## config.mk

```make
export PLATFORM = sky130hd
export DESIGN_NAME = fpmult_arbiter
export DESIGN_NICKNAME = d
export VERILOG_FILES = /design/src/rtl/fpmult_arbiter.sv
export SDC_FILE = /design/constraint.sdc
export NUM_CORES = 1
export LEC_CHECK = 0
export ABC_CLOCK_PERIOD_IN_PS = 3900
export BUFFER_PORTS_ARGS = -buffer_cell sky130_fd_sc_hd__buf_2
export CORE_AREA = 2 2 115 117
export CTS_BUF_LIST = sky130_fd_sc_hd__clkbuf_4
export CTS_CLUSTER_DIAMETER = 200
export DETAILED_ROUTE_END_ITERATION = 10
export DIE_AREA = 0 0 117 119
export PLACE_DENSITY = 0.73
export SLEW_MARGIN = 30
export SYNTH_ARGS = -nofsm -noshare
export SYNTH_HDL_FRONTEND = slang
export SYNTH_SLANG_ARGS = --single-unit
```

## constraint.sdc

```tcl
create_clock -name clk -period 3.9 [get_ports clk]
set_clock_uncertainty 0.05 [all_clocks]
set_input_delay 0.39 -clock clk [delete_from_list [all_inputs] [get_ports clk]]
set_output_delay 0.39 -clock clk [all_outputs]
set_load 0.02 [all_outputs]
```

## src/rtl/fpmult_arbiter.sv

```systemverilog
// Two-requester round-robin front end for one shared combinational FP multiplier.
// An operation launches on a handshake, waits LATENCY cycles, then returns its result to the owner.
module fpmult_arbiter #(
  parameter int LATENCY = 1
) (
  input  logic        clk,
  input  logic        reset,
  input  logic        req0_valid,
  input  logic [31:0] req0_a,
  input  logic [31:0] req0_b,
  output logic        req0_ready,
  input  logic        req1_valid,
  input  logic [31:0] req1_a,
  input  logic [31:0] req1_b,
  output logic        req1_ready,
  output logic        resp0_valid,
  output logic        resp1_valid,
  output logic [31:0] resp_data,
  output logic        resp_ovf,
  output logic        resp_unf,
  output logic [31:0] mul_a,
  output logic [31:0] mul_b,
  input  logic [31:0] mul_out,
  input  logic        mul_ovf,
  input  logic        mul_unf,
  output logic        busy,
  output logic [1:0]  fsm_state
);

  // Handshake: a request transfers in the cycle where reqN_valid and reqN_ready
  // are both high; ready is only ever offered in IDLE, to the granted requester.
  typedef enum logic [1:0] {
    S_IDLE = 2'd0,
    S_WAIT = 2'd1,
    S_RESP = 2'd2
  } state_t;

  state_t     state, state_nx;
  logic [3:0] cnt;
  logic       owner;
  logic       last_grant;
  logic       sel;
  logic       hs;

  // On a tie, the requester that was not granted last wins.
  always_comb begin
    if (req0_valid && req1_valid) sel = ~last_grant;
    else                          sel = req1_valid;
  end

  always_comb begin
    state_nx    = state;
    req0_ready  = 1'b0;
    req1_ready  = 1'b0;
    resp0_valid = 1'b0;
    resp1_valid = 1'b0;
    case (state)
      S_IDLE: begin
        req0_ready = req0_valid && !sel;
        req1_ready = req1_valid && sel;
        if (req0_ready || req1_ready) state_nx = S_WAIT;
      end
      S_WAIT: begin
        if (cnt == 4'd1) state_nx = S_RESP;
      end
      S_RESP: begin
        resp0_valid = !owner;
        resp1_valid = owner;
        state_nx    = S_IDLE;
      end
      default: state_nx = S_IDLE;
    endcase
  end

  assign hs        = req0_ready || req1_ready;
  assign busy      = (state != S_IDLE);
  assign fsm_state = state;

  always_ff @(posedge clk or posedge reset) begin
    if (reset) state <= S_IDLE;
    else       state <= state_nx;
  end

  // Operands stay parked on the multiplier inputs until the next launch.
  always_ff @(posedge clk or posedge reset) begin
    if (reset) begin
      mul_a      <= '0;
      mul_b      <= '0;
      owner      <= 1'b0;
      last_grant <= 1'b1;
      cnt        <= '0;
      resp_data  <= '0;
      resp_ovf   <= 1'b0;
      resp_unf   <= 1'b0;
    end else if (hs) begin
      mul_a      <= sel ? req1_a : req0_a;
      mul_b      <= sel ? req1_b : req0_b;
      owner      <= sel;
      last_grant <= sel;
      cnt        <= 4'(LATENCY);
    end else if (state == S_WAIT) begin
      cnt <= cnt - 4'd1;
      if (cnt == 4'd1) begin
        resp_data <= mul_out;
        resp_ovf  <= mul_ovf;
        resp_unf  <= mul_unf;
      end
    end
  end

endmodule

```

==> results of run 1 <==
==> power by group <==
part / switching (uW) / leakage [uW] / internal [uW] / total [uW]
Sequential: 380 / 0.00121 / 1670 / 2050
Combinational: 1790 / 0.00196 / 1490 / 3280
Clock: 356 / 0.0000707 / 204 / 560
Total: 2520 / 0.00324 / 3360 / 5890
==> flip-flops by register name, summed over array words and instances (netlist names) <==
name / cells
cnt: 4
resp_ovf: 1
resp_data: 32
mul_b: 32
last_grant: 1
mul_a: 32
fsm_state: 2
resp_unf: 1
owner: 1
==> critical path: stages, from the launching register on <==
cell and delay [ns]:
dfrtp_1 0.51, nor2_4 0.08, inv_2 0.08, buf_4 0.58
nor2_1 0.15, buf_2 0.20
==> final timing paths <==
check	cells after the start	start	end	slack [ns]
min in group clk	3	req0_a[30]	mul_a[30]$_DFFE_PP0P_	0.10
hold / removal	2	reset	resp_data[25]$_DFFE_PP0P_	0.01
setup / recovery	5	fsm_state[0]$_DFFE_PP0P_	req1_ready	1.39
setup reg to reg	4	last_grant$_DFFE_PP1P_	mul_b[11]$_DFFE_PP0P_	1.86
max in group asynchronous	3	reset	mul_b[2]$_DFFE_PP0P_	3.02
hold reg to reg	1	cnt[3]$_DFFE_PP0P_	cnt[3]$_DFFE_PP0P_	0.46
==> kinds of logic (layout without fill, tap and decap cells) <==
kind of cell | count (synthesis) | in the layout | share of synthesized area
AO/OA/AOI/OAI | 137 | 137 | 0.231
flip-flops | 106 | 106 | 0.534
AND/OR/NAND/NOR | 81 | 81 | 0.0718
buffers and inverters | 43 | 298 | 0.0531
multiplexers | 35 | 35 | 0.101
adder cells (fa/ha/maj) | 2 | 2 | 0.00504
XOR/XNOR | 2 | 2 | 0.00353
==> synthesized netlist by cell type (2+ instances only) <==
cell	n
mux2_4	29
inv_1	4
a211oi_1	65
a2bb2oi_2	8
nor2_1	4
buf_6	9
clkbuf_1	7
nor2_2	2
ha_1	2
a2bb2oi_1	56
buf_4	3
nand2_1	66
o21ai_0	3
buf_2	19
mux2_2	5
dfrtp_1	105
==> cell type report <==
class	instances	area [um2]
Fill cell	1165	6340
Clock buffer	10	75.1
Tap cell	176	220
Timing Repair Buffer	277	1420
Sequential cell	106	2650
Inverter	5	23.8
Multi-Input combinational cell	257	2070
Clock inverter	6	66.3
==> metal layers <==
| metal | track usage | routed length, um | vias up |
|---|---|---|---|
| met5 | 0 | 0 | - |
| met4 | 0.0699 | 242 | 0 |
| met3 | 0.0458 | 1090 | 20 |
| met2 | 0.329 | 6610 | 222 |
| met1 | 0.237 | 5750 | 2032 |
| li1 | - | - | 2002 |
==> per-stage QoR <==
stage / cell area (um2) / instances
finish: 6540 / 837
global route: 6540 / 837
CTS: 6510 / 836
detailed placement: 6370 / 820
global placement: 6360 / 820
floorplan: 4970 / 406
==> placed cells by master (no fill, tap or decap), types with 2 or more instances in the layout <==
cell	netlist	layout
a211oi_1	65	65
a2bb2oi_1	56	56
a2bb2oi_2	8	8
buf_2	19	270
buf_4	3	6
clkbuf_4	0	10
clkinvlp_4	0	2
dfrtp_1	105	105
ha_1	2	2
inv_1	4	3
inv_6	0	2
mux2_2	5	5
mux2_4	29	29
nand2_1	66	66
nor2_1	4	4
nor2_4	1	3
o21ai_0	3	3
==> run_results.csv, run 1 <==
group,metric,value,unit
setup_path,cp-start-kind,"flip-flop",
synth,synth-seq-area-share,0.534,
flow_run,drv_cap,0,
synth,synth-edff-count,0,
cts,clock_sinks,106,
sta,fin_crit_sh,0.644,
sta,timing.hold.ws,0.0111,ns
cells_and_area,drive_gt1_frac,0.522,
cts,hold_buffers,0,
global_routing,antenna_found_initial,0,
placement,hpwl,9.81,mm
setup_path,cp_max_fo,67,
route,vias,4276,
sta,drv_slew,0,
min_path,hold_path_class,"in -> async",
synth,synth_ff_type,"dfrtp_1",
cts,cts_tree,"yes",
sta,max-slew-margin-rel,0.466,
sta,period_needed,2.51,ns
synth,syn_avg_cell_area,12.2,um2
placement,portBuffers,270,
global_routing,grt_first_pass_wirelength,21.0,mm
placement,dp_slack,1.57,ns
synth,synth_area_leaders,"dfrtp_1 (53%), a2bb2oi_1 (9.9%), a211oi_1 (9.8%)",
synth,yosys.cell_types.count,35,
route,drt_wl_total,13.7,mm
route,firstDrtPassIters,4,
cts,clk_latency,0.45,ns
die,die_area,13900,um2
die,die_w,117,um
placement,finalWeightedCongestion,0.784,
sta,layout_setup_ws,1.39,ns
route,drtAntennaViolNets,0,
sta,report.final.hold_viol_count,0,
cts,cts_resized,0,
die,start_util,0.386,
synth,yosysTopAreaCell,"dfrtp_1",
synth,yosys_register_bits,106,
sta,fmax,398,MHz
sta,setup_tns,0,ns
sta,tightest_slew,0.800,ns
synth,syn_area,4970,um2
route,drc,0,
route,vias_per_cell,5.11,
setup_path,required,3.46,ns
global_routing,overflow,0,
die,die_y,119,um
route,wl_per_cell,16.4,um
sta,rsz0062_at_grt,"false",
die,core_area,12900,um2
setup_path,cp-end-kind,"output port",
cells_and_area,syn_to_final_growth,31.5,%
power,cellLeakagePower,0.00324,uW
global_routing,grt_usage,0.193,
power,irDropWorstVdd,497,uV
cts,post_cts_buffers,0,
cts,clock_path_buffers,2,
cts,htree_num_levels,3,
synth,synthCells,406,
synth,async_flop_share,1.00,
route,first_iter_violations,159,
sta,setup_violations,0,
die,row_count,42,
power,report.power.total,5890,uW
synth,yosysWarnings,0,
power,p_per_area,901,nW/um2
setup_path,critical_path_class,"reg -> out",
cts,path_clk_slew,0.16,ns
run_status,status,"completed",
global_routing,grt_pass1_vias,4268,
cells_and_area,nNetsFinal,824,
cells_and_area,fin_util,0.508,
cts,clock-root-buffer,"clkbuf_4",
cts,cts_buffers,9,
synth,synth.top_cell.area_share,0.529,
global_routing,grt_max_degree,87,
die,ios,271,
cells_and_area,antennaDiodeCount,0,
setup_path,cp.arrival,2.07,ns
synth,synthesis.nets,574,
Power figures use the tool's default switching activity.
==> inputs of run 2 (changes only) <==
==> config.mk (replaced) <==
export PLATFORM = sky130hd
export DESIGN_NAME = fpmult_arbiter
export DESIGN_NICKNAME = d
export VERILOG_FILES = /design/src/rtl/fpmult_arbiter.sv
export SDC_FILE = /design/constraint.sdc
export NUM_CORES = 1
export LEC_CHECK = 0
export ABC_AREA = 1
export ABC_CLOCK_PERIOD_IN_PS = 2300
export BUFFER_PORTS_ARGS = -buffer_cell sky130_fd_sc_hd__buf_2
export CORE_AREA = 2 2 116 118
export CTS_BUF_LIST = sky130_fd_sc_hd__clkbuf_4
export CTS_CLUSTER_DIAMETER = 200
export DETAILED_ROUTE_END_ITERATION = 10
export DIE_AREA = 0 0 118 120
export PLACE_DENSITY = 0.75
export SLEW_MARGIN = 30
export SYNTH_ARGS = -nofsm -noshare
export SYNTH_HDL_FRONTEND = slang
export SYNTH_SLANG_ARGS = --single-unit
==> constraint.sdc (replaced) <==
create_clock -name clk -period 2.3 [get_ports clk]
set_clock_uncertainty 0.05 [all_clocks]
set_input_delay 0.23 -clock clk [delete_from_list [all_inputs] [get_ports clk]]
set_output_delay 0.23 -clock clk [all_outputs]
set_load 0.02 [all_outputs]
==> run_results.csv, run 2 <==
group,metric,value,unit
sta,drv_slew,0,
route,drc,0,
sta,period_needed,2.09,ns
cells_and_area,syn_to_final_growth,56.8,%
cts,cts_buffers,9,
sta,rsz0062_at_grt,"false",
synth,synth-edff-count,0,
global_routing,grt_max_degree,55,
cts,clock_sinks,106,
setup_path,required,2.68,ns
die,die_w,118,um
cts,clock-root-buffer,"clkbuf_4",
die,row_count,42,
sta,fmax,478,MHz
cts,path_clk_slew,0.17,ns
synth,async_flop_share,1.00,
placement,hpwl,10.6,mm
synth,yosysTopAreaCell,"dfrtp_1",
cells_and_area,layout_commonest_cell,"nand2_1",
cts,cts_resized,0,
synth,yosysWarnings,0,
cells_and_area,drive_gt1_frac,0.293,
synth,yosys_register_bits,106,
synth,synthTopCellsByCount,"nand2_1 (438), dfrtp_1 (105), nand3_1 (67)",
sta,max-slew-margin-rel,0.691,
power,p_per_area,1200,nW/um2
global_routing,antenna_found_initial,2,
min_path,worstHoldStart,"req0_b[24]",
route,vias_per_cell,4.87,
sta,report.final.hold_viol_count,0,
synth,syn_avg_cell_area,7.41,um2
flow_run,drv_cap,0,
cells_and_area,reg.largest.list,"mul_a x32, mul_b x32, resp_data x32",
sta,setup_tns,0,ns
cells_and_area,multi_input_area,2140,um2
setup_path,cp-end-kind,"flip-flop",
global_routing,grt_first_pass_wirelength,28.9,mm
route,firstDrtPassIters,7,
synth,synth_ff_type,"dfrtp_1",
die,core_area,13000,um2
cts,clock_path_buffers,2,
route,first_iter_violations,388,
power,irDropWorstVdd,509,uV
setup_path,reg2reg_from,"last_grant$_DFFE_PP1P_",
synth,synth-seq-area-share,0.525,
cells_and_area,nNetsFinal,1225,
min_path,hold_end,"mul_b[24]$_DFFE_PP0P_",
die,start_util,0.389,
route,vias,6033,
global_routing,grt_usage,0.255,
route,drt_wl_total,18.0,mm
synth,yosysMostFrequentCell,"nand2_1",
run_status,status,"completed",
setup_path,cp.arrival,2.47,ns
synth,syn_area,5050,um2
cells_and_area,seqCellArea,2650,um2
power,cellLeakagePower,0.00464,uW
setup_path,ff2ff_path_depth,8,
cells_and_area,stdcell_count,1240,
cts,clk_latency,0.46,ns
sta,tightest_slew,0.464,ns
placement,finalWeightedCongestion,0.811,
synth,synth.top_cell.area_share,0.520,
min_path,holdPathStages,5,
min_path,hold_path_class,"in -> reg",
synth,synthCells,682,
global_routing,grt_pass1_vias,6157,
setup_path,reg2reg_to,"mul_a[1]$_DFFE_PP0P_",
cts,cts_tree,"yes",
setup_path,cp-start-kind,"flip-flop",
die,die_area,14200,um2
cells_and_area,fillCellCount,1083,
synth,synth_area_leaders,"dfrtp_1 (52%), nand2_1 (33%), nand3_1 (6.6%)",
placement,portBuffers,270,
cells_and_area,layout_common_cells,"nand2_1 (435), buf_2 (270), dlygate4sd3_1 (121)",
setup_path,cp_max_fo,44,
sta,fin_crit_sh,0.909,
route,drtAntennaViolNets,0,
setup_path,critical_path_class,"reg -> reg",
placement,placedCellCount,1101,
global_routing,overflow,0,
route,wl_per_cell,14.5,um
die,ios,271,
synth,yosys.cell_types.count,23,
sta,setup_violations,0,
setup_path,reg2reg_setup_slack,0.21,ns
synth,synthesis.nets,850,
die,die_y,120,um
cts,htree_num_levels,3,
[run 2: cell count changes in the layout (fill, tap and decap cells not counted), moves of 4 or more]
cell           change
nand2_1          +369
mux2_2             -5
mux2_4            -29
dlygate4sd3_1    +121
buf_4              +4
a2bb2oi_1         -56
a211oi_1          -65
nand3_1           +67
a2bb2oi_2          -8
inv_1              +5
[run 2: power by group]
part	internal (uW)	total [uW]	leakage [uW]	switching [uW]
combinational	1720	5140	0.00325	3420
sequential	2780	3290	0.00131	515
clock	439	1060	0.0000800	620
total	4940	9490	0.00464	4560
[run 2: layer usage]
layer  routed length, um  share of wire  GRT usage  vias up
met5                   0              0          0        -
met1                6860           0.38      0.281     2770
met4                 801          0.045      0.145        0
met3                1510          0.084     0.0627       68
met2                8800           0.49      0.452      347
li1                    -              -          -     2848
[run 2: through the flow]
| step | instance area [um2] | hold slack, ns | power (uW) | utilization | worst slack (ns) |
|---|---|---|---|---|---|
| 4_1_cts | 7920 | 0.000743 | 9480 | 0.610 | 0.200 |
| 3_5_place_dp | 6550 | 0.150 | 8180 | 0.504 | 0.756 |
| 3_3_place_gp | 6550 | 0.151 | 8050 | 0.504 | 0.758 |
| 6_report | 7920 | 0.0362 | 9490 | 0.610 | 0.210 |
| 5_1_grt | 7920 | 0.0130 | 10200 | 0.610 | 0.0879 |
| 2_1_floorplan | 5060 | 0.290 | 6540 | - | 0.747 |
[run 2: repair_timing]
action / CTS / global route
endpoints found under the hold margin: 200 / 0
hold buffers: 121 / 0
setup endpoints to repair: 0 / 0
buffers inserted: 0 / 0
[run 2: area by class of cell]
cell class / count / share of cell area
diodes: 2 / 0.000632
clock buffers: 9 / 0.00853
clock inverters: 7 / 0.0117
inverters: 11 / 0.00584
multi-input cells: 525 / 0.270
flip-flops and latches: 106 / 0.335
well taps: 176 / 0.0278
repair buffers: 404 / 0.341
[run 2: cell families after synthesis]
logic type / after synthesis / share of synthesized area
flip-flops: 106 / 0.525
AO/OA/AOI/OAI: 4 / 0.00545
AND/OR/NAND/NOR: 519 / 0.410
buffers and inverters: 51 / 0.0547
adder cells (fa/ha/maj): 2 / 0.00495
[run 2: worst max path at each step]
stage,cells past startpoint,endpoint,slack (ns),from
after floorplan,1,cnt[0]$_DFFE_PP0P_,0.75,reset
after global placement,4,req0_ready,0.76,last_grant$_DFFE_PP1P_
after detailed placement,7,mul_a[27]$_DFFE_PP0P_,0.76,last_grant$_DFFE_PP1P_
after CTS,4,req0_ready,0.20,last_grant$_DFFE_PP1P_
after global routing,8,mul_a[8]$_DFFE_PP0P_,0.09,last_grant$_DFFE_PP1P_
final,8,mul_a[1]$_DFFE_PP0P_,0.21,last_grant$_DFFE_PP1P_
[run 2: worst max-delay path: stages (launching register included)]
cell           delay (ns)
dfstp_2              0.57
nand2_2              0.09
nand2_2              0.07
buf_4                0.40
nand2_1              0.11
nand2_1              0.08
dlygate4sd3_1        0.55
nand2_1              0.06
nand2_1              0.07
==> inputs of run 3 (changes only) <==
--- a/config.mk
+++ b/config.mk
@@ -7,7 +7,7 @@
 export LEC_CHECK = 0
 export ABC_AREA = 1
 export ABC_CLOCK_PERIOD_IN_PS = 2300
-export BUFFER_PORTS_ARGS = -buffer_cell sky130_fd_sc_hd__buf_2
+export BUFFER_PORTS_ARGS = -buffer_cell sky130_fd_sc_hd__buf_4
 export CORE_AREA = 2 2 116 118
 export CTS_BUF_LIST = sky130_fd_sc_hd__clkbuf_4
 export CTS_CLUSTER_DIAMETER = 200
==> run_results.csv, run 3 (synthesis results as in run 2) <==
group,metric,value,unit
run_status,status,"completed",
die,start_util,0.389,
sta,tightest_slew,0.774,ns
sta,period_needed,2.06,ns
global_routing,grt_first_pass_wirelength,28.6,mm
route,vias,5754,
cts,htree_num_levels,3,
power,report.power.total,9850,uW
global_routing,overflow,0,
cts,clock_sinks,106,
global_routing,grt_max_degree,107,
die,die_w,118,um
route,drc,0,
cts,clock_path_buffers,2,
cts,clk_latency,0.44,ns
sta,max-slew-margin-rel,0.482,
sta,drv_slew,0,
die,die_area,14200,um2
global_routing,antenna_found_initial,0,
setup_path,required,2.67,ns
route,wl_per_cell,14.7,um
global_routing,grt_pass1_vias,5815,
placement,hpwl,10.8,mm
cells_and_area,drive_gt1_frac,0.297,
sta,fmax,484,MHz
sta,rsz0062_at_grt,"false",
flow_run,drv_cap,0,
cells_and_area,layout_common_cells,"nand2_1 (435), buf_4 (275), dfrtp_1 (105)",
min_path,holdPathStages,5,
sta,setup_violations,0,
setup_path,cp.arrival,2.43,ns
die,row_count,42,
cells_and_area,layout_commonest_cell,"nand2_1",
cells_and_area,reg.largest.list,"mul_a x32, mul_b x32, resp_data x32",
setup_path,reg2reg_setup_slack,0.24,ns
cells_and_area,syn_to_final_growth,64.1,%
power,p_per_area,1190,nW/um2
sta,setup_tns,0,ns
sta,fin_crit_sh,0.897,
setup_path,cp_max_fo,50,
cells_and_area,fin_util,0.639,
placement,finalWeightedCongestion,0.821,
min_path,hold_end,"mul_b[30]$_DFFE_PP0P_",
cts,path_clk_slew,0.17,ns
cells_and_area,nNetsFinal,1195,
route,drtAntennaViolNets,0,
setup_path,cp-start-kind,"flip-flop",
placement,portBuffers,270,
min_path,worstHoldStart,"req1_b[30]",
min_path,hold_path_class,"in -> reg",
cells_and_area,fillCellCount,1052,
global_routing,grt_usage,0.252,
setup_path,reg2reg_to,"mul_a[5]$_DFFE_PP0P_",
power,irDropWorstVdd,444,uV
cts,clock-root-buffer,"clkbuf_4",
cts,cts_tree,"yes",
power,cellLeakagePower,0.00471,uW
route,vias_per_cell,4.76,
die,die_y,120,um
route,first_iter_violations,434,
die,core_area,13000,um2
die,ios,271,
route,drt_wl_total,17.7,mm
setup_path,cp-end-kind,"flip-flop",
cells_and_area,antennaDiodeCount,0,
route,firstDrtPassIters,5,
setup_path,critical_path_class,"reg -> reg",
sta,report.final.hold_viol_count,0,
cts,cts_buffers,9,
setup_path,reg2reg_from,"last_grant$_DFFE_PP1P_",
setup_path,ff2ff_path_depth,8,
## run 3: how the worst max path moves through the flow
stage / from / endpoint / slack (ns) / depth (start not counted)
after floorplan: reset / cnt[0]$_DFFE_PP0P_ / 0.75 / 1
after global placement: last_grant$_DFFE_PP1P_ / req0_ready / 0.59 / 4
after detailed placement: last_grant$_DFFE_PP1P_ / req0_ready / 0.60 / 4
after CTS: last_grant$_DFFE_PP1P_ / req0_ready / 0.06 / 4
after global routing: last_grant$_DFFE_PP1P_ / mul_a[5]$_DFFE_PP0P_ / 0.15 / 8
final: last_grant$_DFFE_PP1P_ / mul_a[5]$_DFFE_PP0P_ / 0.24 / 8
## run 3: metal layers
layer,vias to the layer above,GRT usage,wire (um)
li1,2787,-,-
met1,2645,0.297,6950
met2,286,0.440,8970
met3,36,0.0547,1260
met4,0,0.112,531
met5,-,0,0
## run 3: cell type report
cell class | count | area (um2) | area share
clock buffer | 10 | 75.1 | 0.00905
clock inverter | 6 | 57.6 | 0.00694
inverter | 11 | 46.3 | 0.00558
multi-input combinational | 525 | 2140 | 0.258
sequential | 106 | 2650 | 0.320
tap | 176 | 220 | 0.0266
timing repair buffer | 374 | 3100 | 0.373
## run 3: worst max-delay path, stage by stage, from the launching register on
cell and delay [ns]:
dfstp_2 0.58, nand2_4 0.16, nand2_2 0.14, buf_12 0.23, nand2_1 0.10, nand2_1 0.06, dlygate4sd3_1 0.55, nand2_1 0.06
nand2_1 0.08
## run 3: repair_timing
item / CTS / global route
hold buffers: 95 / 0
buffers inserted: 0 / 0
setup endpoints to repair: 0 / 2
resized for setup: 0 / 1
endpoints found under the hold margin: 198 / 0
## run 3: report_power, final
group / switching [uW] / leakage, uW / internal, uW
Clock: 604 / 0.0000675 / 336
Combinational: 3400 / 0.00333 / 2180
Sequential: 550 / 0.00131 / 2780
Total: 4560 / 0.00471 / 5300
## run 3: through the flow
| step | hold WS [ns] | setup WS (ns) | cell area (um2) | cells |
|---|---|---|---|---|
| floorplan | 0.290 | 0.747 | 5060 | 682 |
| global placement | 0.374 | 0.591 | 7200 | 1097 |
| detailed placement | 0.382 | 0.599 | 7200 | 1097 |
| CTS | 0.00264 | 0.0560 | 8290 | 1208 |
| global route | 0.0170 | 0.146 | 8290 | 1208 |
| finish | 0.0350 | 0.236 | 8290 | 1208 |
